===== src/rtl/pipeline_hazard_ctrl.sv =====
// Hazard and sequencing controller for a 5-stage RV32 pipeline.
// It keeps a shadow copy of the ID/EX, EX/MEM and MEM/WB control fields.
// From those it drives the forwarding selects, load-use stalls, branch flushes
// and the post-reset warm-up.
module pipeline_hazard_ctrl #(
  parameter int unsigned WARMUP_CYCLES = 1,
  parameter int unsigned CNT_W         = 16
) (
  input  logic             clk,
  input  logic             reset,
  input  logic             id_valid,
  input  logic [4:0]       id_rs1,
  input  logic [4:0]       id_rs2,
  input  logic             id_uses_rs2,
  input  logic [4:0]       id_rd,
  input  logic             id_reg_write,
  input  logic             id_mem_read,
  input  logic             ex_branch_taken,
  output logic             pc_write,
  output logic             if_id_write,
  output logic             if_id_flush,
  output logic             id_ex_bubble,
  output logic [1:0]       forward_a,
  output logic [1:0]       forward_b,
  output logic [CNT_W-1:0] stall_cnt,
  output logic [CNT_W-1:0] flush_cnt
);

  typedef enum logic [1:0] {
    StWarmup,
    StRun,
    StLoadStall,
    StBrFlush
  } state_e;

  typedef struct packed {
    logic       valid;
    logic [4:0] rs1;
    logic [4:0] rs2;
    logic       uses_rs2;
    logic [4:0] rd;
    logic       reg_write;
    logic       mem_read;
  } stage_t;

  state_e      state_q, state_d;
  logic [31:0] warm_q, warm_d;
  stage_t      id_ex_q, id_ex_d, ex_mem_q, mem_wb_q;
  logic [CNT_W-1:0] stall_q, flush_q;
  logic        load_use;
  logic        stall_inc, flush_inc;

  // Downstream stages keep the full field set for debug visibility only.
  logic unused_fields;
  assign unused_fields = ^{ex_mem_q.rs1, ex_mem_q.rs2, ex_mem_q.uses_rs2, ex_mem_q.mem_read,
                           mem_wb_q.rs1, mem_wb_q.rs2, mem_wb_q.uses_rs2, mem_wb_q.mem_read};

  // Load in ID/EX whose destination the instruction in ID wants to read.
  assign load_use = id_ex_q.valid && id_ex_q.mem_read && (id_ex_q.rd != 5'd0) && id_valid &&
                    ((id_ex_q.rd == id_rs1) || (id_uses_rs2 && (id_ex_q.rd == id_rs2)));

  // Next-state logic and pipeline control outputs.
  always_comb begin
    state_d      = state_q;
    warm_d       = warm_q;
    pc_write     = 1'b1;
    if_id_write  = 1'b1;
    if_id_flush  = 1'b0;
    id_ex_bubble = 1'b0;
    stall_inc    = 1'b0;
    flush_inc    = 1'b0;
    case (state_q)
      StWarmup: begin
        if_id_flush  = 1'b1;
        id_ex_bubble = 1'b1;
        warm_d       = (warm_q == 32'd0) ? 32'd0 : warm_q - 32'd1;
        if (warm_q <= 32'd1) state_d = StRun;
      end
      StRun, StLoadStall: begin
        state_d = StRun;
        if (ex_branch_taken) begin
          // A branch outranks a load-use stall: the stalled instruction is squashed anyway.
          if_id_flush  = 1'b1;
          id_ex_bubble = 1'b1;
          flush_inc    = 1'b1;
          state_d      = StBrFlush;
        end else if ((state_q == StRun) && load_use) begin
          pc_write     = 1'b0;
          if_id_write  = 1'b0;
          id_ex_bubble = 1'b1;
          stall_inc    = 1'b1;
          state_d      = StLoadStall;
        end
      end
      StBrFlush: begin
        // Squash the fetch issued during the branch cycle, which arrives one cycle late.
        if_id_flush = 1'b1;
        flush_inc   = 1'b1;
        state_d     = StRun;
      end
      default: state_d = StWarmup;
    endcase
    if (reset) begin
      pc_write     = 1'b0;
      if_id_write  = 1'b0;
      if_id_flush  = 1'b1;
      id_ex_bubble = 1'b1;
      stall_inc    = 1'b0;
      flush_inc    = 1'b0;
    end
  end

  // Fields entering the ID/EX shadow stage; control bits cleared for bubbles.
  always_comb begin
    id_ex_d           = '0;
    id_ex_d.valid     = id_valid && !id_ex_bubble;
    id_ex_d.rs1       = id_rs1;
    id_ex_d.rs2       = id_rs2;
    id_ex_d.uses_rs2  = id_uses_rs2;
    id_ex_d.rd        = id_rd;
    id_ex_d.reg_write = id_reg_write && id_ex_d.valid;
    id_ex_d.mem_read  = id_mem_read && id_ex_d.valid;
  end

  // Forwarding selects for the instruction in ID/EX; EX/MEM beats MEM/WB.
  always_comb begin
    forward_a = 2'b00;
    forward_b = 2'b00;
    if (!reset && id_ex_q.valid) begin
      if (ex_mem_q.reg_write && (ex_mem_q.rd != 5'd0) && (ex_mem_q.rd == id_ex_q.rs1)) begin
        forward_a = 2'b10;
      end else if (mem_wb_q.reg_write && (mem_wb_q.rd != 5'd0) &&
                   (mem_wb_q.rd == id_ex_q.rs1)) begin
        forward_a = 2'b01;
      end
      if (id_ex_q.uses_rs2) begin
        if (ex_mem_q.reg_write && (ex_mem_q.rd != 5'd0) && (ex_mem_q.rd == id_ex_q.rs2)) begin
          forward_b = 2'b10;
        end else if (mem_wb_q.reg_write && (mem_wb_q.rd != 5'd0) &&
                     (mem_wb_q.rd == id_ex_q.rs2)) begin
          forward_b = 2'b01;
        end
      end
    end
  end

  // FSM state and warm-up counter.
  always_ff @(posedge clk) begin
    if (reset) begin
      state_q <= (WARMUP_CYCLES == 0) ? StRun : StWarmup;
      warm_q  <= WARMUP_CYCLES;
    end else begin
      state_q <= state_d;
      warm_q  <= warm_d;
    end
  end

  // Shadow pipeline advances every non-reset cycle.
  always_ff @(posedge clk) begin
    if (reset) begin
      id_ex_q  <= '0;
      ex_mem_q <= '0;
      mem_wb_q <= '0;
    end else begin
      id_ex_q  <= id_ex_d;
      ex_mem_q <= id_ex_q;
      mem_wb_q <= ex_mem_q;
    end
  end

  // Saturating performance counters.
  always_ff @(posedge clk) begin
    if (reset) begin
      stall_q <= '0;
      flush_q <= '0;
    end else begin
      if (stall_inc && (stall_q != '1)) stall_q <= stall_q + 1'b1;
      if (flush_inc && (flush_q != '1)) flush_q <= flush_q + 1'b1;
    end
  end

  assign stall_cnt = reset ? '0 : stall_q;
  assign flush_cnt = reset ? '0 : flush_q;

endmodule


===== config.mk =====
export PLATFORM = sky130hd
export DESIGN_NAME = pipeline_hazard_ctrl
export DESIGN_NICKNAME = d
export VERILOG_FILES = /design/src/rtl/pipeline_hazard_ctrl.sv
export SDC_FILE = /design/constraint.sdc
export NUM_CORES = 1
export LEC_CHECK = 0
export ABC_AREA = 1
export CAP_MARGIN = 0
export CORE_MARGIN = 1
export CORE_UTILIZATION = 45
export DETAILED_ROUTE_END_ITERATION = 8
export PLACE_DENSITY = 0.66
export SLEW_MARGIN = 20
export SYNTH_ARGS = -nofsm -noshare
export SYNTH_HDL_FRONTEND = slang
export SYNTH_SLANG_ARGS = --single-unit

===== constraint.sdc =====
create_clock -name clk -period 2.5 [get_ports clk]
set_clock_uncertainty 0.15 [all_clocks]
set_input_delay 0.5 -clock clk [delete_from_list [all_inputs] [get_ports clk]]
set_output_delay 0.5 -clock clk [all_outputs]
set_load 0.005 [all_outputs]

==> results of run 1 <==
## metal layers
layer | up-vias | part of all wire (%) | GRT usage, %
met5 | - | 0 | 0
li1 | 2570 | - | -
met2 | 74 | 47 | 35.0
met4 | 0 | 1.6 | 8.19
met3 | 11 | 3.1 | 3.38
met1 | 2156 | 48 | 27.8
## layout by cell type (no fill, tap or decap), drive strengths merged
master	count
dfxtp	97
clkinvlp	1
and3	4
ha	10
o31ai	2
nand2	140
buf	47
a31oi	2
nand3b	3
clkinv	2
inv	114
dlygate4sd2	11
xor2	18
o41ai	1
clkdlybuf4s15	4
nand4	15
or2	6
o22ai	1
o21a	2
a21oi	32
a211oi	1
or3	1
clkdlybuf4s50	41
xnor2	16
nor3	27
a221oi	2
and2	1
bufinv	1
nor2	183
clkbuf	15
nand3	41
o21ai	19
nor4	4
## layout make-up
| class | instances | area share [%] |
|---|---|---|
| Multi-Input combinational cell | 531 | 42.6 |
| Sequential cell | 97 | 29.7 |
| Timing Repair Buffer | 106 | 13.8 |
| Inverter | 114 | 6.49 |
| Clock buffer | 12 | 3.89 |
| Tap cell | 140 | 2.66 |
| Clock inverter | 4 | 0.778 |
## power breakdown
group | total, mW | switching, mW | internal [mW]
sequential | 2.17 | 0.309 | 1.86
clock | 1.42 | 0.588 | 0.831
combinational | 3.25 | 2.02 | 1.22
total | 6.84 | 2.92 | 3.92
## synthesized netlist by cell type, types with 7 or more instances
master	number
nor3_1	22
nor2_2	7
nor2_1	169
a21oi_1	32
nand4_1	13
nand3_1	38
dfxtp_1	97
nand2_1	135
o21ai_0	18
ha_1	10
xor2_1	18
inv_1	109
xnor2_1	16
## stage by stage
| stage | setup TNS [ps] | instances | util (%) | power, mW | area (sq um) |
|---|---|---|---|---|---|
| floorplan | 0 | 759 | - | 4.70 | 5190 |
| global route | -213 | 1004 | 59.8 | 7.44 | 6600 |
| global placement | -1940 | 979 | 55.6 | 5.33 | 6140 |
| finish | 0 | 1004 | 59.8 | 6.84 | 6600 |
| detailed placement | -2090 | 979 | 55.6 | 5.39 | 6140 |
| CTS | -0.917 | 1000 | 59.2 | 6.84 | 6530 |
## flip-flops by register name, indices dropped and copies added, names as in the netlist
register  cells
ex_mem_q      6
flush_q      16
state_q       2
warm_q       32
stall_q      16
id_ex_q      19
mem_wb_q      6
## path summary, 6_finish.rpt
kind	from	endpoint	slack, ps	depth (start not counted)
setup / recovery	id_ex_q[2]	id_ex_bubble	70	12
hold / removal	id_ex_q[1]	ex_mem_q[1]	270	2
setup reg to reg	state_q[0]	stall_q[9]	280	12
hold reg to reg	id_ex_q[1]	ex_mem_q[1]	270	2
## critical path: stages (launching register included)
cell     delay [ps]
dfxtp_2         370
inv_2            60
nand2_1          60
nand2_1          60
nor2_1          120
nand3_1         110
nand2_2         110
nand3_2         100
buf_6           130
nand3_1          50
nand2_1          60
nand2_1          90
buf_2           120
## logic make-up (layout without fill, tap and decap cells)
family,count (synthesis),count (layout)
simple gates,425,425
compound gates,62,62
xor+xnor,34,34
buf+inv,131,236
flops,97,97
fa+ha+maj,10,10
## repair_timing
action / 4_1_cts / 5_1_grt
buffers inserted: 5 / 4
gates resized for setup: 59 / 16
setup endpoints to repair: 8 / 5
pin swaps: 14 / 7
==> flow_summary.yaml, run 1 <==
outcome:
  outcome: "finished, final reports clean"
drt:
  drt-total-wl_microns: 11900
  drc: 0
  dr.first_iter.drc_count: 207
  drtPass1Iterations: 5
  wire_per_inst_microns: 11.9
  vias_per_cell: 4.79
  ant_nets: 0
  vias: 4811
setup_path:
  start_kind: "flip-flop"
  arrival_ps: 1780
  cp.required_ps: 1850
  critPathKind: "flip-flop to output port"
  worst_setup_path_end_kind: "output port"
  cp_max_fo: 4
synth:
  synth_edf_count: 0
  yosysSeqAreaShare_pct: 37.4
  synth_cells: 759
  synth_top_cell_by_area: "dfxtp_1"
  muxShareOfSynthArea_pct: 0
  synth_flop_cell: "dfxtp_1"
  synthAdderAreaFrac_pct: 2.41
  synth_top_family_by_area: "simple AND/OR/NAND/NOR gates"
  synth-xor-area-share_pct: 5.74
  synthDistinctLibCells: 43
  synth_top_cell_area_share_pct: 37.4
  synth_area_leaders: "dfxtp_1 (37%), nor2_1 (12%), nand2_1 (9.8%)"
  async_flop_share_pct: 0
  yosys_warnings: 0
  synth-simple-area-share_pct: 37.7
  ys_seq_elements: 97
  synth.avg_cell_area_sq_um: 6.84
  synth_nets: 791
  synth_compound_area_share_pct: 6.51
  netlist_area_sq_um: 5190
floorplanning:
  std_cell_rows: 38
  die_h_microns: 109
  dieArea_sq_um: 12000
  num_io_pins: 62
  die_width_microns: 109
  start_util_pct: 47.0
  core_sq_um: 11000
sta:
  max_freq_ghz: 0.411
  final.setup.worst_slack_ps: 65.3
  fin_crit_ps: 2430
  finalHoldViolations: 0
  slew_viol_final: 0
  tightest_slew_ps: 484
  relSlewSlack_pct: 67.5
  period_share_pct: 97.4
  hold_ws_ps: 269
  setup_violations: 0
  rsz0062_at_grt: "yes"
grt:
  grt_antenna_before_repair: 0
  grt_pass1_wl_microns: 20100
  grt_pass1_vias: 4480
  grt_start_max_net_pins: 29
  gr-total-overflow: 0
  grt_usage_pct: 21.2
placed_design:
  hpwl_microns: 9010
  io_buffers: 61
  post-place-ws_ps: -682
  place_congestion: 0.835
power_and_ir_drop:
  leakagePower_nw: 2.89
  ir_drop_mv: 0.503
  powerDensity_nw_per_um2: 1040
clock_network:
  cts-root-buf: "clkbuf_16"
  cts_made_buffers: 9
  cts_tree: "done"
  clockBufferDepth: 2
  hold_buffers: 0
  cts_sinks: 97
  worstSkewPairLatency_ps: 350
  clkTransAtPathRegs_ps: 70
  htree_levels: 3
final_layout:
  num-nets-final: 891
  post_route_cells_drive_above_1_share_pct: 16.6
  synthToLayoutAreaGrowth_pct: 27.1
  seqCellArea_sq_um: 1960
  multi_input_area_sq_um: 2810
  diodes: 0
  fill_cells: 1032
job:
  drv_cap: 0
worst_hold_path:
  hold_path_class: "flip-flop to flip-flop"
(Power assumes the default switching activity.)
==> inputs of run 2 (changes only) <==
RECOVER_POWER = 25   (was unset)
==> flow_summary.yaml, run 2 (synthesized netlist as in run 1, its figures left out) <==
grt:
  grt_usage_pct: 21.2
  grt_pass1_vias: 4480
  grt_start_max_net_pins: 29
  gr-total-overflow: 0
  grt_pass1_wl_microns: 20100
  grt_antenna_before_repair: 0
setup_path:
  critPathKind: "primary input to output port"
  cp_max_fo: 28
  worstRegToRegCells: 12
  worst_setup_path_end_kind: "output port"
  cp.depth: 5
  cp.buffers_inverters: 4
  critical-path-top-delay-family: "buffers and inverters"
  start_kind: "primary input"
  path_cells: "clkbuf_1 -> clkbuf_1 -> buf_4 -> nor2_1 -> clkdlybuf4s50_1"
  crit_top_cell: "clkbuf_1"
  slowest_delay_ps: 460
  cp_slowest_cell: "clkdlybuf4s50_1"
  cp.required_ps: 1850
  arrival_ps: 1830
final_layout:
  final_cell_mix: "nor2_1 (167), nand2_1 (134), inv_1 (101), dfxtp_1 (83), buf_4 (43)"
  num-nets-final: 891
  largestRegisters: "warm_q x32, id_ex_q x19"
  synthToLayoutAreaGrowth_pct: 27.0
  final_common_cell: "nor2_1"
  diodes: 0
  final_cell_area_sq_um: 6590
  post_route_cells_drive_above_1_share_pct: 16.2
  top_register: "warm_q"
  largest_reg_flops: 32
drt:
  m1WireLength_microns: 5720
  drc: 0
  wire_per_inst_microns: 11.9
  wl_met3_microns: 374
  dr.first_iter.drc_count: 207
  ant_nets: 0
  vias_per_cell: 4.79
  vias: 4813
  drt-total-wl_microns: 11900
  wl_met2_microns: 5620
  drtPass1Iterations: 5
  top_layer: "met4"
sta:
  setup-tns-final_ps: 0
  setup_violations: 0
  tightest_slew_ps: 484
  max_freq_ghz: 0.404
  rsz0062_at_grt: "yes"
  relSlewSlack_pct: 67.5
  period_share_pct: 99.1
  slew_viol_final: 0
  finalHoldViolations: 0
  fin_crit_ps: 2480
  hold_ws_ps: 269
floorplanning:
  die_width_microns: 109
  std_cell_rows: 38
  start_util_pct: 47.0
  dieArea_sq_um: 12000
  die_h_microns: 109
  num_io_pins: 62
  core_sq_um: 11000
outcome:
  outcome: "finished, final reports clean"
clock_network:
  hold_buffers: 0
  clkTransAtPathRegs_ps: 70
  clockBufferDepth: 2
  htree_levels: 3
  cts_tree: "done"
  cts-root-buf: "clkbuf_16"
  cts_made_buffers: 9
  worstSkewPairLatency_ps: 350
  cts_sinks: 97
placed_design:
  place_congestion: 0.835
  postPlaceCellArea_sq_um: 6140
  io_buffers: 61
  hpwl_microns: 9010
job:
  drv_cap: 0
worst_hold_path:
  worstHoldPathCells: 2
  hold_path_class: "flip-flop to flip-flop"
power_and_ir_drop:
  leakagePower_nw: 2.88
  finalPower_mw: 6.84
  ir_drop_mv: 0.503
  powerDensity_nw_per_um2: 1040
[run 2: cell types whose count changed in the layout (fill, tap and decap cells not counted)]
cell,delta
nand2_1,+1
nand2_2,-1
buf_2,-1
buf_4,-1
clkbuf_1,+2
[run 2: through the flow]
stage / setup WS [ps] / instances / util [%]
after floorplan: 349 / 759 / -
after global placement: -662 / 979 / 55.6
after detailed placement: -682 / 979 / 55.6
after CTS: -0.917 / 1000 / 59.2
after global routing: -79.0 / 1004 / 59.7
final: 23.3 / 1004 / 59.7
[run 2: area by class of cell]
type	count	area [sq um]
inverters	114	428
flip-flops and latches	97	1960
well taps	140	175
multi-input cells	531	2810
clock buffers	12	256
clock inverters	4	51.3
repair buffers	106	908
fillers	1036	4440
[run 2: worst reg2reg max path, cell delays in order, from the launching register on]
cell and delay [ps]:
dfxtp_4 370, inv_1 90, ha_4 280, buf_4 100, inv_1 50, nor3_4 200, buf_4 140, nand4_1 210
buf_4 220, nor2_2 120, nand3_1 90, nand2_1 80, inv_1 30
[run 2: worst paths after layout]
path | startpoint | endpoint | slack, ps
worst max-delay path | reset | flush_cnt[12] | 20
worst min register to register | id_ex_q[1] | ex_mem_q[1] | 270
worst max register to register | state_q[0] | stall_q[9] | 280
worst min-delay path | id_ex_q[1] | ex_mem_q[1] | 270
[run 2: timing repair]
item | in CTS | in global routing
setup buffers | 5 | 4
gates resized for setup | 59 | 16
endpoints found under the setup margin | 8 | 5
pin swaps | 14 | 7
[run 2: metal layers]
layer	track usage [%]	vias up
met1	27.8	2158
li1	-	2570
met3	3.38	11
met5	0	-
met2	35.0	74
met4	8.19	0
[run 2: where the power goes]
part / internal, mW / leakage [nW] / total, mW / switching [mW]
sequential: 1.86 / 0.795 / 2.17 / 0.309
combinational: 1.22 / 1.94 / 3.25 / 2.02
clock: 0.831 / 0.149 / 1.42 / 0.588
total: 3.92 / 2.88 / 6.84 / 2.92
==> patch: new RTL, config.mk and constraints of run 2 <==
Encoding of `state_e`: now Gray code (2 bits for 4 states).
--- a/src/rtl/pipeline_hazard_ctrl.sv
+++ b/src/rtl/pipeline_hazard_ctrl.sv
@@ -29,6 +29,6 @@
   typedef enum logic [1:0] {
-    StWarmup,
-    StRun,
-    StLoadStall,
-    StBrFlush
+    StWarmup    = 2'b00,
+    StRun       = 2'b01,
+    StLoadStall = 2'b11,
+    StBrFlush   = 2'b10
   } state_e;
Function: no difference found for any inputs over 10 cycles, from zero or initial values and one cycle with reset high; not proved beyond that.
==> patch against run 2 <==
Routed wire length down 6.4%. Area after synthesis down 1.4%. Clock power up 13%. Critical path depth up 1. First-iteration DRC count up 2.4%. Cell area down 3.7%. Power down 14%. Die area down 1.4%. Count of clock-buffer cells in the layout down 2. Utilization down 1.7 points. Sequential cell count unchanged. Global-route usage down 1.4 points. Setup slack worse by 1.5 ps.
==> patch: results (changes against run 2) <==
* Seq cells at 97 (unchanged)
* Final Instance Count excl. Fillers at 961 (was 1004)
* Leakage at 2.77 nW (was 2.88 nW)
* End of the critical path: if_id_flush (was flush_cnt[12])
* Signal buf overhead at 0.120 (was 0.138)
* Synth Area in XOR/XNOR at 0.0616 (was 0.0574)
* Post-DR vias/cell at 4.83 (was 4.79)
* Post-Synth Adder-Cell Area at 0.0122 (was 0.0241)
* Status: completed (unchanged)
* Compound-Gate Fraction of Synth Area at 0.0717 (was 0.0651)
* Clock buf count at 10 (was 12)
* Syn_nets at 765 (was 791)
* Reg2reg start: warm_q[0] (was state_q[0])
* Commonest cells in the netlist: nor2_1 (159), inv_1 (115), nand2_1 (107) (was nor2_1 (169), nand2_1 (135), inv_1 (109))
* Clock-cell share at 0.0558 (was 0.0467)
* Sequential share of the synthesized area at 0.380 (was 0.374)
* Seq power at 2.04 mW (was 2.17 mW)
* Post-CTS Setup Bufs at 1 (was 5)
* Avg Cell Area, Syn at 6.93 sq um (was 6.84 sq um)
* Layout cells sized above 1 at 0.144 (was 0.162)
* Final #Nets at 843 (was 891)
* RR Endpoint: warm_q[30] (was stall_q[9])
* Placed Area at 5960 sq um (was 6140 sq um)
* Inverters, non-clock at 125 (was 114)
* Worst Tran Pin Value at 1140 ps (was 484 ps)
* Placed insts at 944 (was 979)
* DIE AREA at 11800 sq um (was 12000 sq um)
* Post-CTS Resized at 28 (was 59)
* Multi-In Gates at 499 (was 531)
* R2r worst-path depth at 11 (was 12)
* Comb group at 2.24 mW (was 3.25 mW)
* Post-DP HPWL at 8300 um (was 9010 um)
* First-pass GRT wire length at 18600 um (was 20100 um)
* GPL Wtd Cong at 0.834 (was 0.835)
* P per Cell Area at 927 nW/um^2 (was 1040 nW/um^2)
* Crit path max fanout at 3 (was 28)
* Seq area share at 0.307 (was 0.298)
* Largest net degree at the start of global routing at 44 (was 29)
* # fillers at 1022 (was 1036)
* Count of cell types in the netlist at 46 (was 43)
* Maximum root-to-sink buffer count at 2 (unchanged)
* WL/cell at 11.6 um (was 11.9 um)
* Top post-synthesis cells by area: dfxtp_1 (38%), nor2_1 (12%), inv_1 (8.4%), nand2_1 (7.9%), xor2_1 (4.8%) (was dfxtp_1 (37%), nor2_1 (12%), nand2_1 (9.8%), inv_1 (7.9%), nand3_1 (3.7%))
* Detailed Route Iter0 Violations at 212 (was 207)
* GR Util All Layers at 0.198 (was 0.212)
* Vias in the first global route at 4271 (was 4480)
* Max rail drop VDD at 1050 uV (was 503 uV)
* Area occupied by multi-input gates at 2640 sq um (was 2810 sq um)
==> patch: how the worst min path moves through the flow <==
stage               cells after the start  slack [ps]           to       start
floorplan                               2         240  ex_mem_q[1]  id_ex_q[1]
global placement                        2         240  ex_mem_q[1]  id_ex_q[1]
detailed placement                      2         260  ex_mem_q[1]  id_ex_q[1]
CTS                                     2         260  ex_mem_q[1]  id_ex_q[1]
global route                            2         290  ex_mem_q[1]  id_ex_q[1]
finish                                  2         260  ex_mem_q[1]  id_ex_q[1]
==> patch: cells by family (layout without fill, tap and decap cells) <==
kind of cell,Yosys count,after routing
xor gates and xnor gates,36,36
buffers and inverters,142,225
adders and majority gates,5,5
and+or+nand+nor,396,396
AOI/OAI and AO/OA,62,62
DFF,97,97
==> patch: metal layers <==
layer | global-route usage | up-vias | part of all wire
met4 | 0.0550 | 0 | 0.0094
met5 | 0 | - | 0
met3 | 0.0412 | 9 | 0.029
met1 | 0.244 | 2144 | 0.47
met2 | 0.348 | 59 | 0.49
li1 | - | 2426 | -
